--- config.mk ---
export PLATFORM = sky130hd
export DESIGN_NAME = return_address_stack
export DESIGN_NICKNAME = d
export VERILOG_FILES = /design/src/rtl/cva5_types.sv /design/src/rtl/lutram_1w_1r.sv /design/src/rtl/ras_ckpt_fifo.sv /design/src/rtl/return_address_stack.sv
export SDC_FILE = /design/constraint.sdc
export NUM_CORES = 1
export LEC_CHECK = 0
export CAP_MARGIN = 20
export CORE_UTILIZATION = 30
export CTS_BUF_LIST = sky130_fd_sc_hd__clkbuf_4
export DETAILED_ROUTE_END_ITERATION = 16
export PLACE_DENSITY_LB_ADDON = 0.12
export SLEW_MARGIN = 30
export SYNTH_ARGS = -nofsm -noshare
export SYNTH_HDL_FRONTEND = slang
export SYNTH_HIERARCHICAL = 1
export SYNTH_SLANG_ARGS = --single-unit
--- constraint.sdc ---
create_clock -name clk -period 10.2 [get_ports clk]
set_input_delay 1.53 -clock clk [delete_from_list [all_inputs] [get_ports clk]]
set_output_delay 1.53 -clock clk [all_outputs]
set_load 0.03 [all_outputs]
--- src/rtl/cva5_types.sv ---
// Shared types for the return-address stack: checkpoint record and index width.
package cva5_types;
  localparam int RAS_DEPTH_DEF = 8;
  localparam int RAS_INDEX_W   = $clog2(RAS_DEPTH_DEF);

  typedef struct packed {
    logic [RAS_INDEX_W-1:0] read_index;
    logic [RAS_INDEX_W:0]   count;
  } ras_ckpt_t;
endpackage

--- src/rtl/lutram_1w_1r.sv ---
// Distributed RAM: one synchronous write port, one asynchronous read port, no reset.
module lutram_1w_1r #(
  parameter int  DEPTH     = 8,
  parameter type DATA_TYPE = logic [31:0]
) (
  input  logic                     clk,
  input  logic [$clog2(DEPTH)-1:0] waddr,
  input  logic [$clog2(DEPTH)-1:0] raddr,
  input  logic                     ram_write,
  input  DATA_TYPE                 new_ram_data,
  output DATA_TYPE                 ram_data_out
);
  DATA_TYPE r_ram [DEPTH];

  always_ff @(posedge clk) begin
    if (ram_write) r_ram[waddr] <= new_ram_data;
  end

  assign ram_data_out = r_ram[raddr];
endmodule

--- src/rtl/ras_ckpt_fifo.sv ---
// Circular checkpoint queue for in-flight branches; clear empties it in one cycle.
module ras_ckpt_fifo
  import cva5_types::*;
#(
  parameter int DEPTH = 4  // power of two, >= 2
) (
  input  logic      clk,
  input  logic      rst,
  input  logic      clr,
  input  logic      wr,
  input  logic      rd,
  input  ras_ckpt_t data_in,
  output ras_ckpt_t data_out,
  output logic      empty,
  output logic      full
);
  localparam int PW = $clog2(DEPTH);

  ras_ckpt_t       r_mem [DEPTH];
  logic [PW-1:0]   r_wptr;
  logic [PW-1:0]   r_rptr;
  logic [PW:0]     r_occ;
  logic            w_wr;
  logic            w_rd;

  assign empty = (r_occ == '0);
  assign full  = (r_occ == (PW+1)'(DEPTH));

  // Illegal requests are dropped here so the caller need not guard them.
  assign w_rd = rd & ~empty;
  assign w_wr = wr & (~full | w_rd);

  always_ff @(posedge clk) begin
    if (rst || clr) begin
      r_wptr <= '0;
      r_rptr <= '0;
      r_occ  <= '0;
    end else begin
      if (w_wr) r_wptr <= r_wptr + 1'b1;
      if (w_rd) r_rptr <= r_rptr + 1'b1;
      if (w_wr && !w_rd)      r_occ <= r_occ + 1'b1;
      else if (w_rd && !w_wr) r_occ <= r_occ - 1'b1;
    end
  end

  always_ff @(posedge clk) begin
    if (w_wr && !rst && !clr) r_mem[r_wptr] <= data_in;
  end

  assign data_out = r_mem[r_rptr];
endmodule

--- src/rtl/return_address_stack.sv ---
// Speculative return-address stack with per-branch pointer checkpoints restored on early flush.
module return_address_stack
  import cva5_types::*;
#(
  parameter int RAS_DEPTH  = RAS_DEPTH_DEF,  // must equal 2**RAS_INDEX_W
  parameter int CKPT_DEPTH = 4
) (
  input  logic        clk,
  input  logic        rst,
  input  logic        push,
  input  logic        pop,
  input  logic [31:0] new_addr,
  input  logic        branch_fetched,
  input  logic        branch_retired,
  input  logic        early_branch_flush,
  output logic [31:0] addr,
  output logic        valid,
  output logic        ckpt_full
);
  localparam logic [RAS_INDEX_W:0] CNT_MAX = (RAS_INDEX_W+1)'(RAS_DEPTH);

  logic [RAS_INDEX_W-1:0] r_read_index;
  logic [RAS_INDEX_W:0]   r_count;
  logic [RAS_INDEX_W-1:0] w_next_index;
  logic [RAS_INDEX_W:0]   w_next_count;
  logic [RAS_INDEX_W-1:0] w_waddr;
  logic                   w_wen;
  ras_ckpt_t              w_ckpt_in;
  ras_ckpt_t              w_ckpt_out;
  logic                   w_ckpt_empty;
  logic                   w_ckpt_full;

  always_comb begin
    w_next_index = r_read_index;
    w_next_count = r_count;
    w_wen        = 1'b0;
    w_waddr      = r_read_index + 1'b1;
    if (early_branch_flush) begin
      if (!w_ckpt_empty) begin
        w_next_index = w_ckpt_out.read_index;
        w_next_count = w_ckpt_out.count;
      end
    end else if (push && pop) begin
      // Call-through-return: replace the top in place.
      w_wen   = 1'b1;
      w_waddr = r_read_index;
    end else if (push) begin
      w_wen        = 1'b1;
      w_next_index = r_read_index + 1'b1;
      w_next_count = (r_count == CNT_MAX) ? r_count : r_count + 1'b1;
    end else if (pop && r_count != '0) begin
      w_next_index = r_read_index - 1'b1;
      w_next_count = r_count - 1'b1;
    end
  end

  always_ff @(posedge clk) begin
    if (rst) begin
      r_read_index <= '0;
      r_count      <= '0;
    end else begin
      r_read_index <= w_next_index;
      r_count      <= w_next_count;
    end
  end

  lutram_1w_1r #(.DEPTH(RAS_DEPTH), .DATA_TYPE(logic [31:0])) u_stack (
    .clk          (clk),
    .waddr        (w_waddr),
    .raddr        (r_read_index),
    .ram_write    (w_wen & ~rst),
    .new_ram_data (new_addr),
    .ram_data_out (addr)
  );

  // Checkpoint captures the pointer as it will be after this cycle's push/pop.
  assign w_ckpt_in.read_index = w_next_index;
  assign w_ckpt_in.count      = w_next_count;

  ras_ckpt_fifo #(.DEPTH(CKPT_DEPTH)) u_ckpt (
    .clk      (clk),
    .rst      (rst),
    .clr      (early_branch_flush),
    .wr       (branch_fetched & ~early_branch_flush),
    .rd       (branch_retired & ~early_branch_flush),
    .data_in  (w_ckpt_in),
    .data_out (w_ckpt_out),
    .empty    (w_ckpt_empty),
    .full     (w_ckpt_full)
  );

  assign valid     = (r_count != '0);
  assign ckpt_full = w_ckpt_full;

  always_ff @(posedge clk) begin
    if (!rst && !early_branch_flush) begin
      assert (!(branch_fetched && w_ckpt_full && !branch_retired));
      assert (!(branch_retired && w_ckpt_empty));
    end
  end
endmodule

==> results.py, run 1 <==
metrics = {
    "logic_synthesis": {
        "ys_ff_latch": 300,
        "netlist_area_mm2": 0.0121,
        "synth_top_flop_cell": "edfxtp_1",
        "post_synth.cell_area_avg_um2": 21.1,
        "synth.area.top_cells": "edfxtp_1 70%, mux4_1 8.7%, mux4_2 5.8%",
        "yosysWarnings": 6,
        "syn_nets": 623,
        "yosys.area.top_type_share_pct": 70.4,
        "yosysUniqueCellTypes": 51,
        "synth_edf_count": 284,
        "async_flop_share_pct": 0,
        "yosys.area.top_type": "edfxtp_1",
        "yosysSeqAreaShare_pct": 73.1,
        "synth_cells": 574,
    },
    "setup_path": {
        "critical_path_required_ns": 8.67,
        "timing.critical_path.buf_inv": 2,
        "crit_chain": "buf_6, mux4_1, mux2_2, clkdlybuf4s50_1",
        "arrival_ns": 3.44,
        "cpPeakStageDelay_ns": 0.68,
        "r2r_slack_ns": 6.85,
        "end_kind": "output pin",
        "crit_fanout": 48,
        "critPathLaunchType": "register",
        "r2r_start": "r_read_index[1]",
        "cp-endpoint": "addr[17]",
        "crit_type": "register to output pin",
        "reg2reg_to": "u_stack/r_ram[1][23]",
        "worst-path-stages": 4,
        "critical_path.startpoint": "r_read_index[0]",
        "reg2reg_depth": 7,
        "path_delay_family": "buffers and inverters",
        "slowest_stage": "mux4_1",
    },
    "place": {
        "hpwl_um": 15500,
        "routabilityCongestion": 0.755,
        "port-buffer-count": 72,
    },
    "timing": {
        "finalHoldViolCount": 0,
        "drv_slew": 0,
        "setup_tns_ns": 0,
        "fmax_mhz": 201,
        "setup_viol": 0,
        "period_share_pct": 48.7,
        "period_needed_ns": 4.97,
        "skew_ns": 0.0518,
        "worstMarginPinSlew_ns": 0.965,
        "grt_setup_unrepaired": "false",
        "relSlewSlack_pct": 35.3,
    },
    "floorplan": {
        "die_height_um": 203,
        "num_rows": 73,
        "core_area_mm2": 0.0397,
        "die_area_mm2": 0.0412,
        "die_w_um": 203,
        "start_util_pct": 30.5,
        "ios": 73,
    },
    "hold_path": {
        "hold_path.class": "register to register",
    },
    "clocking": {
        "tritoncts": "yes",
        "htree_levels": 3,
        "clk_path_buf_depth": 3,
        "ctsHoldBuffers": 0,
        "ctsResizeCount": 0,
        "clk_latency_ns": 0.72,
        "numCtsBuffers": 81,
        "cts_setup_buffers": 0,
        "cts-root-buf": "clkbuf_4",
        "clk_pin_slew_worst_paths_ns": 0.07,
        "clock_sinks": 300,
    },
    "finish": {
        "multi_input_area_mm2": 0.00310,
        "fillers": 3704,
        "post-route-util_pct": 37.0,
        "nNetsFinal": 767,
        "seq_area_mm2": 0.00886,
        "drive_gt1_share_pct": 29.3,
        "syn2layout_area_growth_pct": 21.3,
    },
    "route": {
        "drt_iter0_drc": 328,
        "drc": 0,
        "ant_nets": 0,
        "dr.pass1.iters": 4,
        "wirelength_um": 26000,
        "post_drt_wl_per_cell_um": 20.0,
        "vias_per_cell": 4.67,
        "vias": 6085,
    },
    "pwr": {
        "p_per_area_mw_per_mm2": 186,
        "vdd_ir_drop_max_mv": 0.0694,
        "p_leak_nw": 4.77,
    },
    "global_route": {
        "grt_pass1_wl_um": 39900,
        "overflow": 0,
        "grt_pass1_vias": 6747,
        "grt_max_degree": 49,
        "track_usage_pct": 13.2,
        "antenna_found_initial": 3,
    },
    "job": {
        "max_cap_viol_count": 0,
    },
    "outcome": {
        "status": "complete, no violations",
    },
}
[worst min-delay path, cell delays in order, from the launching register on]
cell	delay, ns
dfxtp_1	0.34
nand2_1	0.07
mux2i_1	0.06
[layout make-up]
class | instances | area share, %
clock buffer | 115 | 5.88
multi-input combinational | 235 | 21.1
timing repair buffer | 87 | 6.74
clock inverter | 28 | 1.12
inverter | 13 | 0.332
antenna | 1 | 0.0170
tap | 525 | 4.47
sequential | 300 | 60.3
[registers in the layout, summed over array words and instances (netlist names), named ones only]
register,flops
r_read_index,3
u_ckpt/r_wptr,2
r_count,4
u_ckpt/r_occ,3
u_stack/r_ram,256
u_ckpt/r_mem,28
u_ckpt/r_rptr,2
[stage by stage]
step / cells / power, mW / area, µm² / hold WS (ns) / setup slack (ns)
after floorplan: 574 / 1.60 / 12100 / 0.468 / 5.26
after global placement: 1152 / 1.71 / 13400 / 0.483 / 5.35
after detailed placement: 1160 / 1.72 / 13700 / 0.503 / 5.33
after CTS: 1303 / 2.79 / 14700 / 0.513 / 4.81
after global routing: 1304 / 2.87 / 14700 / 0.575 / 4.99
final: 1304 / 2.74 / 14700 / 0.516 / 5.23
[Yosys cell counts (all sizes together), types with 8 or more instances]
| cell type | instances |
|---|---|
| edfxtp | 284 |
| mux4 | 71 |
| mux2 | 34 |
| buf | 22 |
| nor2 | 20 |
| dfxtp | 16 |
| inv | 13 |
| nand2 | 12 |
| a21oi | 11 |
| ha | 9 |
| nor2b | 9 |
| a211oi | 8 |
[per-layer routing]
| layer | wire length, µm | up-vias | global-route usage [%] |
|---|---|---|---|
| li1 | - | 2746 | - |
| met1 | 11100 | 3119 | 16.3 |
| met2 | 12800 | 164 | 21.5 |
| met3 | 1520 | 52 | 3.71 |
| met4 | 608 | 4 | 5.61 |
| met5 | 33 | - | 0 |
[power breakdown]
| group | switching, mW | total [mW] | internal (mW) |
|---|---|---|---|
| Clock | 0.482 | 1.05 | 0.570 |
| Sequential | 0.0190 | 1.39 | 1.37 |
| Combinational | 0.158 | 0.295 | 0.137 |
| Total | 0.659 | 2.74 | 2.08 |
[worst min-delay path by stage]
stage,start,end,cells past startpoint
2_1_floorplan,u_ckpt/r_wptr[1],u_ckpt/r_wptr[1],2
3_3_place_gp,u_ckpt/r_wptr[1],u_ckpt/r_wptr[1],2
3_5_place_dp,u_ckpt/r_wptr[1],u_ckpt/r_wptr[1],2
4_1_cts,u_ckpt/r_wptr[1],u_ckpt/r_wptr[1],2
5_1_grt,u_ckpt/r_occ[2],u_ckpt/r_occ[2],2
6_report,u_ckpt/r_wptr[1],u_ckpt/r_wptr[1],2
[logic make-up (layout without fill, tap and decap cells)]
logic type      count (synthesis)  in the layout  synth area share [%]
flops                         300            300                  73.1
mux                           111            111                  18.1
simple gates                   71             71                  3.14
buf+inv                        39            243                  1.80
compound gates                 33             33                  2.04
fa+ha+maj                      10             10                  1.10
xor+xnor                       10             10                 0.723
other cells                     0              1                     0
[layout by cell type (no fill, tap or decap), types with 2 or more instances in the layout]
master           instances
edfxtp_1               284
clkbuf_4               115
clkdlybuf4s50_1         72
mux4_1                  40
mux2_2                  33
mux4_2                  31
clkinv_1                20
nor2_1                  14
dfxtp_1                 13
nand2_1                 12
inv_1                   11
a21oi_1                 10
nor2b_1                  9
ha_1                     9
a211oi_1                 7
buf_16                   7
xnor2_1                  6
mux2i_1                  6
nor2_4                   6
buf_4                    6
inv_2                    4
nand2b_1                 4
and3_2                   4
xor2_1                   4
nand3b_1                 3
nor3_1                   3
clkinv_2                 3
dfxtp_4                  3
nor3_2                   3
o21ai_0                  2
nor3b_1                  2
nand3_1                  2
and3_1                   2
bufinv_16                2
Note: power is estimated with default switching activity, not from simulation.
==> inputs of run 2 (changes only) <==
clock period = 4.25 ns   (was 10.2 ns; I/O delays follow)
==> results.py, run 2 (synthesis gave the netlist of run 1 again) <==
metrics = {
    "route": {
        "drc": 0,
        "top_layer": "met4",
        "dr_wl_met3_um": 1060,
        "vias": 6080,
        "wl_met1_um": 11900,
        "ant_nets": 0,
        "wl_met2_um": 12800,
        "post_drt_wl_per_cell_um": 20.0,
        "vias_per_cell": 4.62,
        "wirelength_um": 26300,
        "dr.pass1.iters": 4,
        "drt_iter0_drc": 308,
    },
    "setup_path": {
        "crit_type": "register to output pin",
        "end_kind": "output pin",
        "arrival_ns": 3.19,
        "crit_fanout": 24,
        "reg2reg_depth": 7,
        "critical_path_required_ns": 3.61,
        "r2r_slack_ns": 1.32,
        "critPathLaunchType": "register",
    },
    "floorplan": {
        "start_util_pct": 30.5,
        "core_area_mm2": 0.0397,
        "die_w_um": 203,
        "num_rows": 73,
        "die_area_mm2": 0.0412,
        "die_height_um": 203,
        "ios": 73,
    },
    "timing": {
        "worstMarginPinSlew_ns": 0.660,
        "setup_tns_ns": 0,
        "finalHoldViolCount": 0,
        "period_share_pct": 90.1,
        "drv_slew": 0,
        "period_needed_ns": 3.83,
        "setup_viol": 0,
        "fmax_mhz": 261,
        "skew_ns": 0.0487,
        "relSlewSlack_pct": 55.6,
        "grt_setup_unrepaired": "false",
    },
    "hold_path": {
        "hold_path.class": "register to register",
        "holdPathStages": 2,
    },
    "finish": {
        "largest-register": "u_stack/r_ram",
        "nNetsFinal": 773,
        "final_common_cell": "edfxtp_1",
        "top_regs": "u_stack/r_ram x256, u_ckpt/r_mem x28, r_count x4",
        "largest_register_ffs": 256,
        "syn2layout_area_growth_pct": 21.0,
        "stdcell_count": 1316,
        "post-route-util_pct": 36.9,
        "layout_common_cells": "284 x edfxtp_1, 122 x clkbuf_4, 72 x clkdlybuf4s50_1, 40 x mux4_1, 33 x mux2_2",
        "fillers": 3744,
        "drive_gt1_share_pct": 30.0,
    },
    "pwr": {
        "vdd_ir_drop_max_mv": 0.163,
        "p_per_area_mw_per_mm2": 445,
        "p_total_mw": 6.52,
        "p_leak_nw": 4.77,
    },
    "place": {
        "dp_cells": 1165,
        "routabilityCongestion": 0.745,
        "hpwl_um": 15800,
        "port-buffer-count": 72,
    },
    "clocking": {
        "tritoncts": "yes",
        "clock_sinks": 300,
        "clk_path_buf_depth": 3,
        "htree_levels": 3,
        "numCtsBuffers": 82,
        "clk_latency_ns": 0.70,
        "ctsResizeCount": 0,
        "ctsHoldBuffers": 0,
        "cts_setup_buffers": 0,
        "cts-root-buf": "clkbuf_4",
        "clk_pin_slew_worst_paths_ns": 0.06,
    },
    "job": {
        "max_cap_viol_count": 0,
    },
    "global_route": {
        "grt_pass1_wl_um": 40000,
        "antenna_found_initial": 1,
        "overflow": 0,
        "grt_pass1_vias": 6705,
        "grt_max_degree": 33,
        "track_usage_pct": 13.1,
    },
    "outcome": {
        "status": "complete, no violations",
    },
}
[run 2: critical path, stage by stage (launching register included)]
cell	delay [ns]
dfxtp_4	0.67
buf_12	0.29
mux4_1	0.64
mux2_2	0.29
clkdlybuf4s50_1	0.62
[run 2: area by class of cell]
cell class / instances / area, µm² / share of cell area (%)
flip-flops and latches: 300 / 8860 / 60.5
repair buffers: 92 / 958 / 6.54
inverters: 13 / 48.8 / 0.333
clock inverters: 27 / 111 / 0.760
multi-input cells: 235 / 3100 / 21.1
clock buffers: 122 / 916 / 6.25
well taps: 525 / 657 / 4.48
diodes: 2 / 5.00 / 0.0342
[run 2: power breakdown]
part | total (mW) | internal, mW | switching, mW
combinational | 0.718 | 0.335 | 0.384
clock | 2.46 | 1.32 | 1.15
sequential | 3.34 | 3.29 | 0.0460
[run 2: per-stage QoR]
stage / instance area (µm²) / worst slack [ns] / hold slack, ns
CTS: 14600 / 0.289 / 0.531
detailed placement: 13600 / 0.684 / 0.519
floorplan: 12100 / 0.201 / 0.468
finish: 14700 / 0.420 / 0.518
global route: 14700 / 0.192 / 0.542
global placement: 13600 / 0.808 / 0.478
[run 2: final timing paths]
path	startpoint	to
setup / recovery	r_read_index[0]	addr[4]
hold / removal	u_ckpt/r_wptr[1]	u_ckpt/r_wptr[1]
setup reg to reg	r_read_index[1]	u_stack/r_ram[1][0]
hold reg to reg	u_ckpt/r_wptr[1]	u_ckpt/r_wptr[1]
[run 2: per-layer routing]
layer | up-vias | track usage (%)
met5 | - | 0
met4 | 0 | 5.42
met3 | 43 | 3.19
met2 | 133 | 21.0
met1 | 3143 | 17.0
li1 | 2761 | -
==> inputs of run 3 (changes only) <==
SYNTH_HIERARCHICAL = not set   (was 1)
==> results.py, run 3 <==
metrics = {
    "timing": {
        "skew_ns": 0.0365,
        "fmax_mhz": 263,
        "period_share_pct": 89.6,
        "relSlewSlack_pct": 43.1,
        "grt_setup_unrepaired": "false",
        "period_needed_ns": 3.81,
        "finalHoldViolCount": 0,
        "worstMarginPinSlew_ns": 0.851,
        "setup_tns_ns": 0,
        "setup_viol": 0,
        "drv_slew": 0,
    },
    "logic_synthesis": {
        "yosysWarnings": 0,
        "synth.area.top_cells": "edfxtp_1 72%, mux4_2 13%, mux2_2 3.2%",
        "synthMostInstantiatedCell": "edfxtp_1",
        "yosysUniqueCellTypes": 49,
        "ys_top_cells_by_count": "284 x edfxtp_1, 71 x mux4_2, 34 x mux2_2",
        "synth_top_flop_cell": "edfxtp_1",
        "ys_ff_latch": 300,
        "yosys.area.top_type": "edfxtp_1",
        "async_flop_share_pct": 0,
        "yosysSeqAreaShare_pct": 74.7,
        "synth_edf_count": 284,
        "synth_cells": 564,
        "yosys.area.top_type_share_pct": 72.0,
        "syn_nets": 613,
        "netlist_area_mm2": 0.0119,
        "post_synth.cell_area_avg_um2": 21.0,
    },
    "place": {
        "dp_cells": 1141,
        "port-buffer-count": 72,
        "hpwl_um": 14500,
        "routabilityCongestion": 0.709,
    },
    "clocking": {
        "ctsResizeCount": 0,
        "clk_path_buf_depth": 3,
        "cts_setup_buffers": 0,
        "htree_levels": 3,
        "clock_sinks": 300,
        "numCtsBuffers": 81,
        "clk_latency_ns": 0.73,
        "cts-root-buf": "clkbuf_4",
        "clk_pin_slew_worst_paths_ns": 0.06,
        "tritoncts": "yes",
        "ctsHoldBuffers": 0,
    },
    "route": {
        "vias_per_cell": 4.66,
        "post_drt_wl_per_cell_um": 20.3,
        "ant_nets": 0,
        "dr.pass1.iters": 6,
        "vias": 5976,
        "drt_iter0_drc": 381,
        "drc": 0,
        "wirelength_um": 26000,
    },
    "floorplan": {
        "core_area_mm2": 0.0388,
        "start_util_pct": 30.5,
        "die_area_mm2": 0.0403,
        "num_rows": 72,
        "die_height_um": 201,
        "ios": 73,
        "die_w_um": 201,
    },
    "finish": {
        "post-route-util_pct": 37.0,
        "final_common_cell": "edfxtp_1",
        "layout_common_cells": "284 x edfxtp_1, 114 x clkbuf_4, 72 x clkdlybuf4s50_1, 71 x mux4_2, 34 x mux2_2",
        "largest-register": "u_stack.r_ram",
        "syn2layout_area_growth_pct": 21.3,
        "largest_register_ffs": 256,
        "nNetsFinal": 756,
        "top_regs": "u_stack.r_ram x256, u_ckpt.r_mem x28, r_count x4",
        "fillers": 3608,
        "drive_gt1_share_pct": 34.0,
        "stdcell_count": 1283,
    },
    "global_route": {
        "track_usage_pct": 13.5,
        "grt_pass1_vias": 6686,
        "antenna_found_initial": 4,
        "grt_pass1_wl_um": 40300,
        "grt_max_degree": 59,
        "overflow": 0,
    },
    "setup_path": {
        "critical_path_required_ns": 3.61,
        "slowest_stage": "clkdlybuf4s50_1",
        "r2r_slack_ns": 1.30,
        "cpPeakStageDelay_ns": 0.61,
        "cp-endpoint": "addr[14]",
        "end_kind": "output pin",
        "critPathLaunchType": "register",
        "critical_path.startpoint": "r_read_index[0]",
        "arrival_ns": 3.17,
        "reg2reg_to": "u_stack.r_ram[2][14]",
        "crit_chain": "buf_4, mux4_2, mux2_2, clkdlybuf4s50_1",
        "r2r_start": "r_read_index[0]",
        "crit_type": "register to output pin",
        "reg2reg_depth": 6,
        "crit_fanout": 18,
    },
    "outcome": {
        "status": "complete, no violations",
    },
    "hold_path": {
        "hold_path.class": "register to register",
    },
    "pwr": {
        "p_per_area_mw_per_mm2": 455,
        "p_leak_nw": 4.54,
        "vdd_ir_drop_max_mv": 0.226,
    },
    "job": {
        "max_cap_viol_count": 0,
    },
}
## run 3: changes by cell type in the layout (fill, tap and decap cells not counted), sizes merged, moves of 3 or more
cell and delta:
clkinv -3, nor2b -9, nand2 -5, xnor2 -3, nand3 +4, and2b +3, and2 +4, a21oi -4
a211oi -6, buf -3, mux2i -3, clkbuf -8, inv -4, and3 -4
## run 3: logic make-up (layout without fill, tap and decap cells)
kind of cell	count (synthesis)	after routing	share of synthesized area, %
compound gates	32	32	2.12
fa+ha+maj	10	10	1.12
flops	300	300	74.7
other cells	0	3	0
buf+inv	39	237	1.49
xor+xnor	8	8	0.591
mux	108	108	17.0
simple gates	67	67	3.04
## run 3: worst min path at each step
stage                     slack (ns)             endpoint  depth (start not counted)        startpoint
after floorplan                 0.48      u_ckpt.r_occ[2]                          2   u_ckpt.r_occ[2]
after global placement          0.50      u_ckpt.r_occ[2]                          2   u_ckpt.r_occ[2]
after detailed placement        0.52             register                          2  u_ckpt.r_rptr[1]
after CTS                       0.54     u_ckpt.r_rptr[0]                          2  u_ckpt.r_rptr[0]
after global routing            0.59  u_stack.r_ram[4][7]                          1       new_addr[7]
final                           0.53     u_ckpt.r_rptr[0]                          2  u_ckpt.r_rptr[0]
## run 3: layout make-up
class	count	area, µm²	share of cell area [%]
clock inverters	24	135	0.940
clock buffers	114	856	5.95
diodes	3	7.51	0.0522
well taps	518	648	4.51
flip-flops and latches	300	8860	61.6
repair buffers	89	948	6.60
multi-input cells	225	2880	20.1
inverters	10	37.5	0.261
## run 3: power breakdown
group / total (mW) / switching (mW) / internal [mW]
combinational: 0.753 / 0.394 / 0.359
sequential: 3.35 / 0.0595 / 3.29
clock: 2.43 / 1.14 / 1.29
total: 6.54 / 1.59 / 4.95
## run 3: routing by layer
layer / part of all wire [%] / GRT usage, % / vias to the layer above
met3: 6.1 / 4.14 / 41
met5: 0.088 / 0 / -
met2: 50 / 22.2 / 156
met4: 1.7 / 5.29 / 4
li1: - / - / 2663
met1: 42 / 16.7 / 3112
## run 3: stage by stage
stage,power (mW),setup WS (ns),cell area (µm²),hold WS (ns)
finish,6.54,0.441,14400,0.535
global route,6.87,0.242,14400,0.590
CTS,6.67,0.272,14300,0.540
detailed placement,4.18,0.964,13400,0.516
global placement,4.17,1.02,13400,0.502
floorplan,3.87,0.0944,11900,0.480
## run 3: critical path, delay by kind of cell (launching register included)
family	cells	cell delay, ns
buf+inv	2	0.98
flops	1	0.59
mux	2	0.89
